## config.mk

```make
export PLATFORM = sky130hd
export DESIGN_NAME = pc_sequencer
export DESIGN_NICKNAME = d
export VERILOG_FILES = /design/src/rtl/pc_sequencer.sv
export SDC_FILE = /design/constraint.sdc
export NUM_CORES = 1
export LEC_CHECK = 0
export CAP_MARGIN = 30
export CORE_UTILIZATION = 44
export DETAILED_ROUTE_END_ITERATION = 8
export MAX_ROUTING_LAYER = met4
export PLACE_DENSITY = 0.75
export SLEW_MARGIN = 20
export SYNTH_ARGS = -nofsm -noshare
export SYNTH_HDL_FRONTEND = slang
export SYNTH_SLANG_ARGS = --single-unit
```

## constraint.sdc

```tcl
create_clock -name CLK -period 2.21 [get_ports CLK]
set_input_delay 0.442 -clock CLK [delete_from_list [all_inputs] [get_ports CLK]]
set_output_delay 0.442 -clock CLK [all_outputs]
set_load 0.02 [all_outputs]
```

## src/rtl/pc_sequencer.sv

```systemverilog
// Fetch-stage program counter: sequential step, stall, and redirect with a one-deep
// holding slot so a redirect seen during a stall is applied when fetch resumes.
module pc_sequencer #(
   parameter int              XLEN         = 32,
   parameter logic [XLEN-1:0] RESET_VECTOR = '0,
   parameter int              INC          = 4,
   parameter int              ALIGN_BITS   = 2
) (
   input  logic            CLK,
   input  logic            RST,
   input  logic            PC_En,
   input  logic            Redirect_En,
   input  logic [XLEN-1:0] Redirect_Target,
   output logic [XLEN-1:0] PC_Out,
   output logic [XLEN-1:0] PC_Plus_Inc,
   output logic            Redirect_Pending,
   output logic            Misaligned
);

   localparam logic [XLEN-1:0] INC_V    = XLEN'(INC);
   localparam logic [XLEN-1:0] LOW_MASK = ~({XLEN{1'b1}} << ALIGN_BITS);

   typedef enum logic {
      RUN  = 1'b0,
      HOLD = 1'b1
   } state_t;

   state_t          state_q, state_d;
   logic [XLEN-1:0] pc_q, pc_d;
   logic [XLEN-1:0] pending_target_q, pending_target_d;
   logic            misaligned_q, misaligned_d;
   logic [XLEN-1:0] aligned_target;

   // Redirect_Target is only consumed under Redirect_En, so X on it stays out of state.
   assign aligned_target = Redirect_Target & ~LOW_MASK;

   always_comb begin
      state_d          = state_q;
      pc_d             = pc_q;
      pending_target_d = pending_target_q;
      misaligned_d     = 1'b0;

      if (Redirect_En) begin
         misaligned_d = |(Redirect_Target & LOW_MASK);
      end

      if (state_q == RUN) begin
         if (PC_En) begin
            if (Redirect_En) begin
               pc_d = aligned_target;
            end else begin
               pc_d = pc_q + INC_V;
            end
         end else if (Redirect_En) begin
            pending_target_d = aligned_target;
            state_d          = HOLD;
         end
      end else begin
         if (PC_En) begin
            // A live redirect is younger than the held one, so it wins.
            if (Redirect_En) begin
               pc_d = aligned_target;
            end else begin
               pc_d = pending_target_q;
            end
            state_d = RUN;
         end else if (Redirect_En) begin
            pending_target_d = aligned_target;
         end
      end
   end

   always_ff @(posedge CLK) begin
      if (RST) begin
         state_q          <= RUN;
         pc_q             <= RESET_VECTOR;
         pending_target_q <= '0;
         misaligned_q     <= 1'b0;
      end else begin
         state_q          <= state_d;
         pc_q             <= pc_d;
         pending_target_q <= pending_target_d;
         misaligned_q     <= misaligned_d;
      end
   end

   assign PC_Out           = pc_q;
   assign PC_Plus_Inc      = pc_q + INC_V;
   assign Redirect_Pending = (state_q == HOLD);
   assign Misaligned       = misaligned_q;

endmodule

```

==> flow_summary_export.csv <==
group,metric,value,unit
pwr,leakage,2.614,nW
logic_synthesis,yosysTopAreaCell,"dfxtp_1",
logic_synthesis,synth_edf_count,0,
hold_path,whs_path_depth,2,
critical_path,rr_endpoint,"PC_Out[25]",
sta,period_needed,2.440,ns
sta,grt_setup_unrepaired,"yes",
drt,wl_per_cell,16.67,um
sta,fin_ws,-0.2301,ns
critical_path,critPathRequiredTime,1.77,ns
clock_network,clk_latency,0.35,ns
finish,diodes,0,
sta,max_slew_margin,55.43,%
pwr,comb_power_share,25.7,%
global_route,antenna_found_initial,0,
drt,avgViaCountPerCell,5.703,
critical_path,rr_startpoint,"PC_Out[6]",
placed_design,place_area,5670,um^2
hold_path,hp-start,"RST",
run,cap_violations,0,
clock_network,root_buffer,"clkbuf_8",
clock_network,h-tree-depth,3,
floorplanning,ioPinCount,102,
global_route,grt_use_total,31.26,%
sta,clock_skew,0.01609,ns
placed_design,place_congestion,0.9446,
global_route,grt_pass1_vias,4163,
sta,period_share,110.4,%
critical_path,r2r_slack,0.16,ns
logic_synthesis,syn-cell-area,3810,um^2
logic_synthesis,yosysTopAreaCellShare,34.68,%
sta,maxSlewViolCount,0,
floorplanning,initial_core_util,45.91,%
drt,vias,4682,
hold_path,holdPathEnd,"PC_Out[9]",
floorplanning,coreArea,8299,um^2
placed_design,place_ws,-0.3873,ns
run_status,outcome,"complete, but fails checks",
sta,worst_pin_slew,0.6615,ns
logic_synthesis,synth_most_common_cell,"nand2_1",
drt,drt_pass1_iterations,5,
clock_network,tritoncts,"yes",
logic_synthesis,syn_inst,523,
logic_synthesis,synth.distinct_cells,47,
pwr,p_seq_share,41.6,%
critical_path,rr_worst_depth,7,
hold_path,hp-class,"in -> reg",
floorplanning,die_width,95.06,um
critical_path,start_kind,"flop",
floorplanning,die_h,95.06,um
pwr,p_clk_share,32.7,%
floorplanning,dieArea,9035,um^2
finish,layout-drive-gt1-share,31.84,%
drt,drc_errors,0,
sta,whs,0.4165,ns
critical_path,path_max_fanout,4,
placed_design,io_buffers,101,
logic_synthesis,ys_ff_latch,66,
run_status,violations,"setup timing",
placed_design,post-dp-hpwl,9.846,mm
finish,fin_area,6208,um^2
logic_synthesis,synthArstFlopShare,0,%
finish,final_nets,748,
pwr,power_density,502.4,nW/um^2
pwr,intPower,2.146,mW
logic_synthesis,syn_nets,560,
floorplanning,rows,33,
clock_network,clock_sinks,66,
clock_network,clk_path_buf_depth,2,
pwr,p_switching,0.9725,mW
critical_path,path_class,"reg -> out",
global_route,grt_max_degree,48,
logic_synthesis,synthTopCellsByArea,"dfxtp_1 35%, nand2_1 11%, a21oi_1 6.0%",
drt,drtAntennaViolNets,0,
critical_path,arrival,2.00,ns
critical_path,worstSetupEndpointType,"output port",
sta,fmax,409.8,MHz
global_route,grt_pass1_wl,20.91,mm
logic_synthesis,yosys_warnings,0,
drt,drt_iter0_drc,421,
clock_network,cts_hold_buf,0,
sta,hold_viol,0,
pwr,swShare,31.18,%
pwr,max-vdd-ir-drop,567.7,uV
logic_synthesis,ys_seq_area_share,34.68,%
logic_synthesis,synth_ff_type,"dfxtp_1",
clock_network,clk_pin_slew,0.08,ns
finish,synthToLayoutAreaGrowth,62.96,%
logic_synthesis,synth_commonest_cells,"113 x nand2_1, 66 x dfxtp_1, 46 x a21oi_1, 38 x clkbuf_1",
sta,finalSetupViolations,22,
drt,routed_wirelength,13.69,mm
global_route,overflow,0,
pwr,finalPower,3.119,mW
logic_synthesis,syn_avg_cell_area,7.285,um^2
finish,post-route-util,74.81,%
finish,fill_cells,625,
clock_network,numCtsBuffers,9,
-- cell type report --
type,count,area (um^2),share of cell area [%]
multi-input combinational,394,2555,41.15
sequential,66,1354,21.81
tap,105,131.4,2.116
clock inverter,6,67.56,1.088
timing repair buffer,225,1917,30.87
inverter,15,56.30,0.9069
clock buffer,10,127.6,2.056
-- state kept, by name (all words and copies together), names as in the netlist --
register and count:
Misaligned 1, PC_Out 32, Redirect_Pending 1, pending_target_q 32
-- critical path: stages, from the launching register on --
cell     delay, ns
dfxtp_2       0.34
buf_4         0.11
nand4_4       0.11
or3_4         0.39
or3_4         0.42
xnor2_4       0.14
buf_6         0.13
-- what timing repair did --
action	in CTS	in global routing
pin swaps	22	15
resized for setup	166	25
endpoints found under the setup margin	28	24
setup buffers	14	7
-- metal layers --
metal  vias to the layer above  share of wire [%]  wire length [um]  track usage, %
met5                         -                  0                 0               -
met2                       261                 46              6275           47.30
li1                       2212                  -                 -               -
met3                        29                9.7              1323           6.459
met1                      2180                 43              5822           41.52
met4                         0                2.0               267           10.35
-- power by group through the flow --
stage	sequential (mW)	combinational [mW]	clock [mW]
after floorplan	1.38	0.337	0
after global placement	1.31	0.769	0
after detailed placement	1.32	0.782	0
after CTS	1.29	0.778	1.02
after global routing	1.30	0.856	1.08
final	1.30	0.801	1.02
-- worst max-delay path by stage --
stage / startpoint / cells past startpoint / endpoint
after floorplan: PC_Out[2] / 6 / PC_Plus_Inc[28]
after CTS: PC_Out[15] / 5 / PC_Plus_Inc[23]
after global placement: PC_Out[7] / 6 / PC_Plus_Inc[25]
after detailed placement: PC_Out[7] / 6 / PC_Plus_Inc[26]
final: PC_Out[6] / 6 / PC_Plus_Inc[25]
after global routing: PC_Out[6] / 6 / PC_Plus_Inc[25]
-- kinds of logic (layout without fill, tap and decap cells) --
group                      count (synthesis)  in the layout  synth area share [%]
AOI/OAI and AO/OA                        135            135                 21.81
buffers and inverters                     63            256                 6.568
DFF                                       66             66                 34.68
adders and majority gates                  1              1                0.3284
xor gates and xnor gates                  26             26                 5.977
and+or+nand+nor                          221            221                 27.75
muxes                                     11             11                 2.890
-- metrics by stage --
step / TNS (ns) / cells
3_3_place_gp: -5.126 / 784
6_report: -2.661 / 821
3_5_place_dp: -5.601 / 784
4_1_cts: -2.185 / 814
5_1_grt: -4.099 / 821
2_1_floorplan: -0.2989 / 523
-- cells in the final DEF (no fill, tap or decap), types with 3 or more instances in the layout --
cell type | Yosys | final
a211oi_1 | 3 | 3
a21oi_1 | 46 | 46
a31oi_1 | 11 | 11
and3_1 | 7 | 5
and4_1 | 6 | 4
buf_4 | 2 | 132
buf_6 | 0 | 14
clkbuf_8 | 0 | 9
clkdlybuf4s50_1 | 0 | 71
dfxtp_1 | 66 | 50
dfxtp_2 | 0 | 11
dfxtp_4 | 0 | 5
inv_1 | 15 | 15
mux2i_1 | 11 | 11
nand2_1 | 113 | 110
nand3_1 | 10 | 6
nand3_4 | 0 | 3
nand4_1 | 10 | 10
nor2_1 | 32 | 29
nor2_2 | 0 | 3
nor2b_1 | 3 | 3
nor3_1 | 16 | 11
nor3_4 | 0 | 3
nor3b_1 | 4 | 4
nor4_4 | 0 | 5
o211ai_1 | 6 | 6
o21a_1 | 5 | 5
o21ai_0 | 32 | 32
o22ai_1 | 6 | 6
o31a_1 | 4 | 4
o32ai_1 | 8 | 8
or2_2 | 5 | 3
or3_4 | 2 | 3
xnor2_1 | 19 | 10
xnor2_2 | 0 | 7
xor2_1 | 7 | 5
No activity file was read; power rests on OpenSTA's default activity.
